--- src/rtl/key_press_if.sv ---
// Bundle between the pushbutton front end and the rhythm-pattern checker:
// the raw key in, and the debounced level and classified press events out.
interface key_press_if #(
    parameter int CNT_W = 32
);
    logic             key;
    logic             key_down;
    logic             press_valid;
    logic             press_long;
    logic [CNT_W-1:0] press_cycles;
    logic             idle_pulse;

    modport master (
        output key,
        input  key_down, press_valid, press_long, press_cycles, idle_pulse
    );

    modport slave (
        input  key,
        output key_down, press_valid, press_long, press_cycles, idle_pulse
    );
endinterface

--- src/rtl/key_press_classifier.sv ---
// Synchronizes and debounces an active-low pushbutton, measures each press,
// classifies it as short or long, and flags long released silences.
//
// state    | meaning
// ---------+---------------------------------------------------------
// RELEASED | key_db high; idle timer runs once a press has completed
// PRESSED  | key_db low; dur counts debounced low cycles
module key_press_classifier #(
    parameter int DEBOUNCE_CYCLES = 500_000,
    parameter int LONG_CYCLES     = 25_000_000,
    parameter int IDLE_CYCLES     = 100_000_000,
    parameter int CNT_W           = 32
) (
    input logic        clk,
    input logic        rst,
    key_press_if.slave bus
);
    localparam int               DB_W      = $clog2(DEBOUNCE_CYCLES + 1);
    localparam logic [DB_W-1:0]  DB_LAST   = DB_W'(DEBOUNCE_CYCLES - 1);
    localparam logic [63:0]      LONG_MIN  = 64'(LONG_CYCLES);
    localparam logic [63:0]      IDLE_LAST = 64'(IDLE_CYCLES) - 64'd1;
    localparam logic [CNT_W-1:0] CNT_MAX   = {CNT_W{1'b1}};

    typedef enum logic {RELEASED, PRESSED} state_t;

    logic             sync1, sync2, key_db, key_down_r;
    logic [DB_W-1:0]  db_cnt;
    state_t           state;
    logic [CNT_W-1:0] dur, idle_cnt, press_cycles_r;
    logic             idle_armed, press_valid_r, press_long_r, idle_pulse_r;

    // key_down is loaded alongside key_db so it never lags the debounced level.
    always_ff @(posedge clk or posedge rst) begin
        if (rst) begin
            sync1      <= 1'b1;
            sync2      <= 1'b1;
            key_db     <= 1'b1;
            key_down_r <= 1'b0;
            db_cnt     <= '0;
        end else begin
            sync1 <= bus.key;
            sync2 <= sync1;
            if (sync2 == key_db) begin
                db_cnt <= '0;
            end else if (db_cnt == DB_LAST) begin
                key_db     <= sync2;
                key_down_r <= ~sync2;
                db_cnt     <= '0;
            end else begin
                db_cnt <= db_cnt + 1'b1;
            end
        end
    end

    always_ff @(posedge clk or posedge rst) begin
        if (rst) begin
            state          <= RELEASED;
            dur            <= '0;
            idle_cnt       <= '0;
            idle_armed     <= 1'b0;
            press_valid_r  <= 1'b0;
            press_long_r   <= 1'b0;
            press_cycles_r <= '0;
            idle_pulse_r   <= 1'b0;
        end else begin
            press_valid_r <= 1'b0;
            idle_pulse_r  <= 1'b0;
            case (state)
                RELEASED: begin
                    if (!key_db) begin
                        state      <= PRESSED;
                        dur        <= CNT_W'(1);
                        idle_cnt   <= '0;
                        idle_armed <= 1'b0;
                    end else if (idle_armed) begin
                        if (64'(idle_cnt) == IDLE_LAST) begin
                            idle_pulse_r <= 1'b1;
                            idle_armed   <= 1'b0;
                        end else if (idle_cnt != CNT_MAX) begin
                            idle_cnt <= idle_cnt + 1'b1;
                        end
                    end
                end
                PRESSED: begin
                    if (key_db) begin
                        state          <= RELEASED;
                        press_valid_r  <= 1'b1;
                        press_cycles_r <= dur;
                        press_long_r   <= (64'(dur) >= LONG_MIN);
                        idle_armed     <= 1'b1;
                        idle_cnt       <= '0;
                    end else if (dur != CNT_MAX) begin
                        dur <= dur + 1'b1;
                    end
                end
                default: state <= RELEASED;
            endcase
        end
    end

    assign bus.key_down     = key_down_r;
    assign bus.press_valid  = press_valid_r;
    assign bus.press_long   = press_long_r;
    assign bus.press_cycles = press_cycles_r;
    assign bus.idle_pulse   = idle_pulse_r;
endmodule

--- src/flat_wrapper.sv ---
// flat-port wrapper written by rule: the top's interface ports become plain ports
module key_press_classifier_flat 
#(
    parameter int DEBOUNCE_CYCLES = 500_000,
    parameter int LONG_CYCLES     = 25_000_000,
    parameter int IDLE_CYCLES     = 100_000_000,
    parameter int CNT_W           = 32
)
  (clk, rst, bus_key, bus_key_down, bus_press_valid, bus_press_long, bus_press_cycles, bus_idle_pulse);
  key_press_if #(.CNT_W(CNT_W)) bus_i ();
  input logic clk;
  input logic rst;
  input wire logic [$bits(bus_i.key)-1:0] bus_key;
  output wire logic [$bits(bus_i.key_down)-1:0] bus_key_down;
  output wire logic [$bits(bus_i.press_valid)-1:0] bus_press_valid;
  output wire logic [$bits(bus_i.press_long)-1:0] bus_press_long;
  output wire logic [$bits(bus_i.press_cycles)-1:0] bus_press_cycles;
  output wire logic [$bits(bus_i.idle_pulse)-1:0] bus_idle_pulse;
  assign bus_i.key = bus_key;
  assign bus_key_down = bus_i.key_down;
  assign bus_press_valid = bus_i.press_valid;
  assign bus_press_long = bus_i.press_long;
  assign bus_press_cycles = bus_i.press_cycles;
  assign bus_idle_pulse = bus_i.idle_pulse;
  key_press_classifier #(.DEBOUNCE_CYCLES(DEBOUNCE_CYCLES), .LONG_CYCLES(LONG_CYCLES), .IDLE_CYCLES(IDLE_CYCLES), .CNT_W(CNT_W)) u_core (.clk(clk), .rst(rst), .bus(bus_i));
endmodule
--- config.mk ---
export PLATFORM = sky130hd
export DESIGN_NAME = key_press_classifier_flat
export DESIGN_NICKNAME = d
export VERILOG_FILES = /design/src/rtl/key_press_if.sv /design/src/rtl/key_press_classifier.sv /design/src/flat_wrapper.sv
export SDC_FILE = /design/constraint.sdc
export NUM_CORES = 1
export LEC_CHECK = 0
export CAP_MARGIN = 5
export CORE_ASPECT_RATIO = 0.75
export CORE_MARGIN = 3
export CORE_UTILIZATION = 54
export DETAILED_ROUTE_END_ITERATION = 10
export PLACE_DENSITY = 0.72
export SLEW_MARGIN = 5
export SYNTH_ARGS = -nofsm -noshare
export SYNTH_HDL_FRONTEND = slang
export SYNTH_SLANG_ARGS = --single-unit
--- constraint.sdc ---
create_clock -name clk -period 3.53 [get_ports clk]
set_input_delay 0.353 -clock clk [delete_from_list [all_inputs] [get_ports clk]]
set_output_delay 0.353 -clock clk [all_outputs]
set_load 0.05 [all_outputs]
After elaboration in Yosys (flattened, before gate mapping)
Cells that the tools add are included.

Flip-flop bits (word level): 124. Word-level logic and storage cells: 60. Bits of input ports: 3. Output and inout port bits: 36.

Multiplexer cells: 24. Order comparisons: 1. Bitwise logic cells: 3. Reductions and logical operators: 4. Add/subtract/negate cells: 3. Equal/unequal tests: 12.

Operator list (count): $mux 32 (8); $pmux 32 s2 (2); $add 32x1->32 const B (2); $ne 32x32->1 const B (2); $mux 19 (2); $eq 32x27->1 const B (1); $ge 32x25->1 const B (1); $add 19x1->19 const B (1); $eq 19x19->1 const B (1); $mux 1 (11); $ne 3x3->1 const B (3); $ne 2x2->1 const B (3); $reduce_and 2->1 (2); $reduce_and 4->1 (1); $not 1->1 (3); $reduce_and 3->1 (1); $ne 2x1->1 const B (1); $pmux 1 s2 (1); $eq 1x1->1 (1).

Logic depth before layout (Yosys ltp)
Gate-level depths: netlist of run 1.

Word-level depth: 6. Mapped depth: 9.

Least setup slack after synthesis of run 1
Ideal clock, no wire load.

Path type: reg-to-reg. From: reg u_core.dur[0]. To: reg u_core.dur[26]. Path slack: 1.281 ns. Setup time: 0.069 ns. Data arrival time: 2.180 ns. Path buffers: 0. Cell stages (with the launch flop): 8. Cells stage by stage: dfrtp_1 ha_1 nand3_2 or4_4 or2_4 nand3b_4 or4_1 nand3_1.

Word-level cells in the longest chain between the ends: 4. Elaborated cells on any way between the ends: 7. Classes of those cells: 1 x add/sub; 2 x eq/ne; 3 x mux; 1 x reduce/logical.

Ends and longest elaborated chain: from (decl) (RTL line key_press_classifier.sv:29) `logic [CNT_W-1:0] dur, idle_cnt, press_cycles_r;`; from (signal assigned) (RTL line key_press_classifier.sv:93) `dur <= dur + 1'b1;`; $add 32x1->32 (RTL line key_press_classifier.sv:93); $mux 32 (RTL line key_press_classifier.sv:92) `end else if (dur != CNT_MAX) begin`; $mux 32 (RTL line key_press_classifier.sv:85) `if (key_db) begin`; $pmux 32 s2 (RTL line key_press_classifier.sv:68) `case (state)`.

Parallel ways exist; a longest one is shown, timed or not. The select of a mux whose other input is x is not followed. A chain may end at the register's enable or synchronous reset.

Worst setup path in the final report of run 1
From: reg u_core.dur[1]. To: reg u_core.dur[11].

The elaborated chain is that of the path after synthesis.

==> run_results.csv, run 1 <==
group,metric,value,unit
power,total_leakage_power,3.166,nW
layout,mostFrequentLayoutCells,"121 x dfrtp_1, 77 x nand2_1, 57 x o21ai_0",
power,ir_worst_vdd,0.0003394,V
floorplan,core,11230,um^2
layout,n_antenna_cell,0,
timing,fin_crit_sh,83.80,%
worst_setup_path,r2r_start,"u_core.dur[1]",
routing,antenna_left,0,
flow_run,cap_violations,0,
worst_setup_path,setup.worst_path.class,"reg -> reg",
layout,final_nets,714,
timing,whs,0.3588,ns
worst_setup_path,path_max_fanout,21,
layout,fin_area,7507,um^2
routing,num_vias,5384,
worst_setup_path,arrival,3.27,ns
clock_tree,path_clk_slew,0.06,ns
clock_tree,cts_sinks,124,
timing,slew_headroom,20.84,%
floorplan,dieHeight,100.0,um
worst_setup_path,crit_path_start_kind,"flip-flop",
timing,rsz0062_at_grt,"false",
floorplan,die-area,13140,um^2
layout,drive_above_1_share,12.64,%
logic_synthesis,synth_area_leader_cell,"dfrtp_1",
placed_design,gp_congestion,0.9089,
timing,finalClockSkew,0.01094,ns
routing,dr.pass1.iters,5,
global_route,grt_overflow,0,
worst_setup_path,critPathRequiredTime,3.84,ns
timing,worst_slew_pin_slew,1.187,ns
power,power.total,3.237,mW
timing,fin_ws,0.5718,ns
clock_tree,worstSkewPairLatency,0.42,ns
logic_synthesis,yosysTopAreaCellShare,47.58,%
clock_tree,holdBufCountCts,0,
layout,final_common_cell,"dfrtp_1",
timing,setup_tns,0,ns
clock_tree,cts_made_buffers,17,
worst_setup_path,rr_endpoint,"u_core.dur[11]",
clock_tree,cts_tree,"built",
logic_synthesis,synth_ff_type,"dfrtp_1",
logic_synthesis,synth_cell_types,60,
floorplan,num_rows,33,
routing,viasPerCell,6.139,
logic_synthesis,ys_top_cells_by_area,"dfrtp_1 48%, mux2_2 4.6%, nand2_1 4.5%",
timing,hold_viol,0,
hold_path,hp-start,"u_core.sync1",
timing,fmax,338.0,MHz
layout,area_growth,17.97,%
layout,ff_latch_area,3107,um^2
logic_synthesis,synthCells,670,
routing,routed_wl,15280,um
clock_tree,cts_root_buf,"clkbuf_16",
layout,multi_input_comb_area,3039,um^2
clock_tree,cts_buffer_depth,2,
global_route,antenna_found_initial,0,
clock_tree,h-tree-depth,4,
routing,drc,0,
floorplan,start_util,56.66,%
routing,first_iter_violations,551,
placed_design,io_buffers,38,
logic_synthesis,synth_fp_nets,677,
worst_setup_path,critPathCaptureType,"flip-flop",
placed_design,place_ws,0.7300,ns
layout,finalCoreUtilization,66.84,%
clock_tree,ctsResizeCount,0,
timing,period_minus_slack,2.958,ns
placed_design,placedCellCount,845,
logic_synthesis,avgSynthCellArea,9.498,um^2
logic_synthesis,synth_edf_count,0,
logic_synthesis,netlist_area,6364,um^2
floorplan,ioPinCount,39,
placed_design,placed_area,6917,um^2
global_route,grt_first_pass_wirelength,26010,um
timing,drv_slew,0,
status,outcome,"finished clean",
global_route,grt_max_degree,55,
global_route,grt_usage,24.38,%
layout,fin_cells,877,
worst_setup_path,worst-r2r-cell-count,7,
hold_path,hold_path.class,"reg -> reg",
logic_synthesis,postSynth.asyncResetShare,100.0,%
logic_synthesis,ys_ff_latch,124,
floorplan,die_x,131.4,um
logic_synthesis,yosysWarnings,0,
clock_tree,cts_setup_buffers,0,
worst_setup_path,regToRegSetupSlack,0.57,ns
routing,wl_per_cell,17.42,um
timing,setup_viol,0,
power,power.density,431.2,nW/um^2
logic_synthesis,ys_seq_area_share,48.82,%
global_route,grt_pass1_vias,5093,
placed_design,place_hpwl,10270,um
hold_path,worstHoldEndpoint,"u_core.sync2",
hold_path,holdPathStages,0,
layout,fill_cells,898,
cell families (layout without fill, tap and decap cells):
logic type / after synthesis / count (layout) / synth area share, %
buffers and inverters: 51 / 101 / 3.519
adder cells (fa/ha/maj): 4 / 4 / 0.7865
AO/OA/AOI/OAI: 121 / 121 / 11.93
flip-flops: 124 / 124 / 48.82
XOR/XNOR: 33 / 33 / 4.542
multiplexers: 27 / 27 / 4.758
AND/OR/NAND/NOR: 310 / 310 / 25.64
synthesized netlist by cell type (15+ instances only):
cell type,number
inv_1,17
dfrtp_1,121
nand2_1,77
nand3_1,47
xnor2_1,22
clkbuf_1,22
mux2_2,26
nor2_1,52
nor3_1,21
o21ai_0,57
nand4_1,20
a21oi_1,15
nor4_1,20
where the power goes:
| part | total [mW] | internal (mW) | switching (mW) |
|---|---|---|---|
| Combinational | 0.0445 | 0.0103 | 0.0342 |
| Clock | 1.76 | 1.14 | 0.617 |
| Sequential | 1.43 | 1.43 | 0.00373 |
cell type report:
| type | count | area share (%) |
|---|---|---|
| Tap cell | 157 | 2.617 |
| Clock inverter | 8 | 1.583 |
| Clock buffer | 24 | 6.283 |
| Inverter | 18 | 0.9500 |
| Multi-Input combinational cell | 495 | 40.48 |
| Sequential cell | 124 | 41.38 |
| Timing Repair Buffer | 51 | 6.700 |
critical path, stage by stage (launching register included):
cell     delay, ns
dfrtp_1       0.43
ha_1          0.25
nand3_2       0.13
or4_4         0.55
nor4_4        0.48
a21o_1        0.64
o21ai_0       0.24
o31ai_1       0.12
worst max path at each step:
stage                  start        endpoint  slack (ns)  cells past startpoint
6_report       u_core.dur[1]  u_core.dur[11]        0.57                      7
4_1_cts        u_core.dur[1]  u_core.dur[11]        0.62                      7
2_1_floorplan  u_core.dur[0]  u_core.dur[26]        1.28                      7
3_3_place_gp   u_core.dur[0]  u_core.dur[20]        0.85                      7
3_5_place_dp   u_core.dur[0]  u_core.dur[10]        0.73                      7
5_1_grt        u_core.dur[1]   u_core.dur[7]        0.37                      7
per-layer routing:
layer / vias up / share of wire [%] / GRT usage, %
li1: 2497 / - / -
met1: 2682 / 48 / 36.89
met2: 191 / 43 / 35.15
met4: 0 / 1.1 / 6.699
met3: 14 / 7.4 / 6.062
met5: - / 0 / 0
sequential cells by signal (all words and copies together), names as in the netlist, 19 cells and up:
signal / flops
u_core.bus.press_cycles: 32
u_core.db_cnt: 19
u_core.dur: 32
u_core.idle_cnt: 32
Note: power is estimated with default switching activity, not from simulation.
==> run 2: changes to the inputs <==
clock period = 2.4 ns   (was 3.53 ns; I/O delays follow)
==> run 2 against run 1 <==
  * Fmax grew 24%
  * Hold slack lost 0.18 ns
  * Routed wire length grew 7.8%
  * Largest power group unchanged
  * Register-to-register slack lost 0.56 ns
  * Global-route usage grew 1.7 points
  * Critical endpoint is now u_core.dur[26]
==> run_results.csv, run 2 (same netlist as run 1, synthesis figures left out) <==
group,metric,value,unit
status,outcome,"finished clean",
routing,wl_per_cell,18.10,um
worst_setup_path,r2r_start,"u_core.dur[0]",
routing,dr.pass1.iters,6,
routing,drc,0,
floorplan,start_util,56.66,%
timing,finalClockSkew,0.007080,ns
timing,whs,0.1760,ns
floorplan,num_rows,33,
timing,setup_viol,0,
layout,fin_area,7821,um^2
floorplan,core,11230,um^2
flow_run,cap_violations,0,
floorplan,die_x,131.4,um
power,pwr-share-clk,54.5,%
clock_tree,cts_root_buf,"clkbuf_16",
clock_tree,path_clk_slew,0.06,ns
global_route,grt_overflow,0,
layout,drive_above_1_share,17.53,%
timing,rsz0062_at_grt,"true",
layout,final_common_cell,"dfrtp_1",
layout,mostFrequentLayoutCells,"120 x dfrtp_1, 77 x nand2_1, 57 x o21ai_0",
layout,area_growth,22.91,%
worst_setup_path,crit_path_start,"u_core.dur[0]",
worst_setup_path,path_max_fanout,5,
global_route,grt_usage,26.08,%
worst_setup_path,cp_top_family,"simple AND/OR/NAND/NOR gates",
power,power.density,609.6,nW/um^2
worst_setup_path,slowest_delay,0.60,ns
global_route,grt_first_pass_wirelength,27910,um
placed_design,place_hpwl,11020,um
worst_setup_path,critPathRequiredTime,2.75,ns
timing,slew_headroom,54.86,%
worst_setup_path,worst_path_max_delay_cell,"or4_4",
clock_tree,cts_sinks,124,
worst_setup_path,setup.worst_path.class,"reg -> reg",
layout,final_nets,747,
global_route,antenna_found_initial,0,
timing,fin_crit_sh,99.31,%
worst_setup_path,cp.depth,7,
floorplan,dieHeight,100.0,um
routing,routed_wl,16470,um
layout,n_antenna_cell,0,
clock_tree,h-tree-depth,4,
layout,ff_latch_area,3108,um^2
worst_setup_path,endpoint,"u_core.dur[26]",
layout,finalCoreUtilization,69.64,%
power,p_sw,997.8,uW
global_route,grt_max_degree,73,
worst_setup_path,critPathCaptureType,"flip-flop",
layout,multi_input_comb_area,3075,um^2
power,p_sw_share,20.93,%
clock_tree,worstSkewPairLatency,0.42,ns
clock_tree,cts_tree,"built",
worst_setup_path,arrival,2.74,ns
clock_tree,cts_buffer_depth,2,
routing,antenna_left,0,
worst_setup_path,crit_buf_inv,0,
routing,viasPerCell,6.060,
power,internal_power,3.770,mW
floorplan,die-area,13140,um^2
global_route,grt_pass1_vias,5449,
layout,fill_cells,837,
worst_setup_path,rr_endpoint,"u_core.dur[26]",
timing,period_minus_slack,2.383,ns
clock_tree,cts_made_buffers,17,
hold_path,hold_path.class,"in -> async",
power,total_leakage_power,3.346,nW
timing,fmax,419.6,MHz
placed_design,io_buffers,38,
routing,first_iter_violations,564,
placed_design,placed_area,7159,um^2
timing,drv_slew,0,
worst_setup_path,crit_path_start_kind,"flip-flop",
power,seqPwrFrac,44.2,%
power,ir_worst_vdd,0.0005009,V
timing,worst_slew_pin_slew,0.6764,ns
worst_setup_path,worst-r2r-cell-count,7,
floorplan,ioPinCount,39,
placed_design,gp_congestion,0.9128,
routing,num_vias,5515,
power,combinationalPowerShare,1.4,%
worst_setup_path,regToRegSetupSlack,0.02,ns
timing,hold_viol,0,
worst_setup_path,path_cells,"ha_4 > nand3_4 > or4_4 > or2_4 > nand3b_4 > or4_1 > nand3_1",
## run 2: changes by cell type in the layout (fill, tap and decap cells not counted), moves of 2 or more
| cell | change |
|---|---|
| buf_12 | +2 |
| buf_4 | +31 |
| clkbuf_1 | -2 |
| clkinv_4 | +2 |
| nor2_1 | -2 |
| nor2_2 | +2 |
## run 2: power groups by stage
stage	logic, mW	registers, mW	clock network (mW)
floorplan	0.0430	2.14	0
global placement	0.0672	2.14	0
detailed placement	0.0694	2.14	0
CTS	0.0699	2.11	2.63
global route	0.0765	2.10	2.73
finish	0.0658	2.11	2.60
## run 2: how the worst min path moves through the flow
stage	startpoint	end	slack (ns)	cells after the start
2_1_floorplan	bus_key	u_core.sync1	0.24	0
3_3_place_gp	u_core.sync1	u_core.sync2	0.35	0
3_5_place_dp	u_core.sync1	u_core.sync2	0.35	0
4_1_cts	rst	u_core.db_cnt[14]	0.18	2
5_1_grt	rst	u_core.db_cnt[18]	0.21	2
6_report	rst	u_core.db_cnt[11]	0.18	2
## run 2: area by class of cell
class                   instances  share of cell area [%]
well taps                     157                   2.512
clock inverters                11                   1.840
clock buffers                  21                   5.759
multi-input cells             495                   39.32
flip-flops and latches        124                   39.74
repair buffers                 84                   9.918
inverters                      18                  0.9119
## run 2: layer usage
metal | global-route usage (%) | up-vias | routed length, um
li1 | - | 2562 | -
met1 | 38.52 | 2689 | 7765
met2 | 37.90 | 245 | 7278
met3 | 6.864 | 19 | 1255
met4 | 8.152 | 0 | 167
met5 | 0 | - | 0
## run 2: worst reg2reg max path: stages (launching register included)
cell      delay (ns)
dfrtp_1         0.39
ha_4            0.17
nand3_4         0.09
or4_4           0.60
or2_4           0.30
nand3b_4        0.18
or4_1           0.50
nand3_1         0.09
## run 2: per-stage QoR
stage	worst slack, ns	cells	setup TNS (ns)	power, mW
floorplan	0.1512	670	0	2.184
global placement	0.08876	874	0	2.208
detailed placement	0.06457	874	0	2.211
CTS	0.03257	906	0	4.804
global route	-0.07264	910	-0.1603	4.908
finish	0.01658	910	0	4.768
## run 2: repair_timing
item	in CTS	in global routing
hold buffers	0	0
setup buffers	0	4
gates resized for setup	0	9
endpoints found under the setup margin	0	18
==> run 3: changes to the inputs <==
GPL_TIMING_DRIVEN = 0   (was default)
==> run 3 against run 2 <==
  * Register-to-register slack gained 0.04 ns
  * Critical path depth did not move
  * Setup slack better by 0.042 ns
  * Via count up 1.2%
  * Design area down 0.69%
  * Hold slack improved by 0.068 ns
  * Clock skew grew 0.0069 ns
  * Clock-buffer cell count fell by 2
  * Routed wire length is 0.79% higher
  * Utilization is 0.48 points lower
  * Global-route usage grew 0.63 points
==> run_results.csv, run 3 (same netlist as run 1, synthesis figures left out) <==
group,metric,value,unit
worst_setup_path,regToRegSetupSlack,0.06,ns
placed_design,io_buffers,38,
routing,dr.pass1.iters,5,
power,combinationalPowerShare,1.5,%
hold_path,holdPathStages,1,
global_route,grt_first_pass_wirelength,28220,um
worst_setup_path,critPathCaptureType,"flip-flop",
worst_setup_path,worst-r2r-cell-count,7,
clock_tree,cts_made_buffers,17,
power,p_sw_share,21.37,%
power,ir_worst_vdd,0.0005479,V
routing,first_iter_violations,550,
timing,slew_headroom,52.94,%
layout,fin_cells,903,
layout,drive_above_1_share,15.95,%
layout,finalCoreUtilization,69.16,%
layout,mostFrequentLayoutCells,"119 x dfrtp_1, 77 x nand2_1, 55 x o21ai_0",
timing,drv_slew,0,
routing,wl_per_cell,18.38,um
routing,antenna_left,0,
global_route,grt_pass1_vias,5476,
placed_design,placedCellCount,868,
clock_tree,cts_buffer_depth,2,
power,internal_power,3.892,mW
routing,routed_wl,16600,um
layout,final_nets,740,
timing,setup_viol,0,
power,seqPwrFrac,42.5,%
layout,n_antenna_cell,0,
timing,fmax,427.0,MHz
timing,period_minus_slack,2.342,ns
worst_setup_path,path_cells,"ha_4 > nand3_2 > or4_4 > or2_4 > nand3b_4 > or4_1 > nand3_1",
placed_design,gp_congestion,0.9231,
worst_setup_path,arrival,2.69,ns
floorplan,start_util,56.66,%
power,pwr-share-clk,56.0,%
worst_setup_path,crit_path_start_kind,"flip-flop",
worst_setup_path,path_max_fanout,6,
clock_tree,h-tree-depth,4,
hold_path,hold_path.class,"in -> reg",
global_route,grt_overflow,0,
layout,area_growth,22.06,%
clock_tree,worstSkewPairLatency,0.42,ns
timing,hold_viol,0,
placed_design,place_hpwl,11210,um
floorplan,die_x,131.4,um
floorplan,die-area,13140,um^2
timing,finalClockSkew,0.01395,ns
floorplan,dieHeight,100.0,um
clock_tree,cts_tree,"built",
worst_setup_path,critPathRequiredTime,2.75,ns
layout,fill_cells,866,
clock_tree,path_clk_slew,0.06,ns
clock_tree,cts_root_buf,"clkbuf_16",
timing,worst_slew_pin_slew,0.7059,ns
worst_setup_path,worst_path_max_delay_cell,"or4_4",
global_route,antenna_found_initial,0,
clock_tree,holdBufCountCts,0,
global_route,grt_usage,26.70,%
routing,drc,0,
layout,final_common_cell,"dfrtp_1",
power,power.density,637.3,nW/um^2
floorplan,ioPinCount,39,
flow_run,cap_violations,0,
clock_tree,cts_sinks,124,
timing,fin_crit_sh,97.57,%
floorplan,core,11230,um^2
worst_setup_path,slowest_delay,0.50,ns
timing,fin_ws,0.05835,ns
timing,rsz0062_at_grt,"true",
power,total_leakage_power,3.263,nW
power,p_sw,1.058,mW
placed_design,place_ws,-0.1788,ns
global_route,grt_max_degree,35,
floorplan,num_rows,33,
timing,setup_tns,0,ns
worst_setup_path,setup.worst_path.class,"reg -> reg",
routing,num_vias,5579,
status,outcome,"finished clean",
routing,viasPerCell,6.178,
[run 3: final cells by class]
type / instances / area [um^2] / share of cell area, %
tap: 157 / 196.4 / 2.529
inverter: 18 / 71.32 / 0.9182
clock inverter: 13 / 188.9 / 2.432
multi-input combinational: 495 / 3107 / 40.00
sequential: 124 / 3109 / 40.03
timing repair buffer: 47 / 485.5 / 6.250
clock buffer: 19 / 442.9 / 5.702
buffer: 30 / 166.4 / 2.142
[run 3: stage by stage]
stage	hold WS, ns	instance area, um^2	total power [mW]
final	0.2442	7767	4.950
after global routing	0.2473	7767	5.086
after CTS	0.2390	7702	4.971
after detailed placement	0.3517	7004	2.216
after global placement	0.3501	6944	2.202
after floorplan	0.2445	6367	2.184
[run 3: worst max-delay path, delay by kind of cell, from the launching register on]
| family | cells | cell delay (ns) |
|---|---|---|
| and+or+nand+nor | 6 | 1.67 |
| DFF | 1 | 0.44 |
| adders and majority gates | 1 | 0.17 |
[run 3: routing by layer]
layer  share of wire, %  global-route usage [%]  up-vias
met3                7.9                   4.910       21
met5                  0                       0        -
met1                 48                   40.53     2757
met2                 43                   39.69      235
met4                1.1                   7.425        0
li1                   -                       -     2566
[run 3: timing repair]
item,CTS,global route
gates resized for setup,10,23
buffers inserted,5,1
pin swaps,2,2
endpoints found under the setup margin,50,62
[run 3: power groups by stage]
stage	Combinational (mW)	Clock (mW)	Sequential, mW
detailed placement	0.0748	0	2.14
global route	0.0833	2.90	2.10
CTS	0.0766	2.79	2.10
finish	0.0721	2.77	2.10
floorplan	0.0430	0	2.14
global placement	0.0603	0	2.14
[run 3: worst paths after layout]
path / start / to
worst max-delay path: u_core.dur[0] / u_core.dur[26]
worst min-delay path: bus_key / u_core.sync1
worst min register to register: u_core.sync1 / u_core.sync2
worst max register to register: u_core.dur[0] / u_core.dur[26]
max in group asynchronous: rst / u_core.dur[9]
min in group asynchronous: rst / u_core.db_cnt[3]
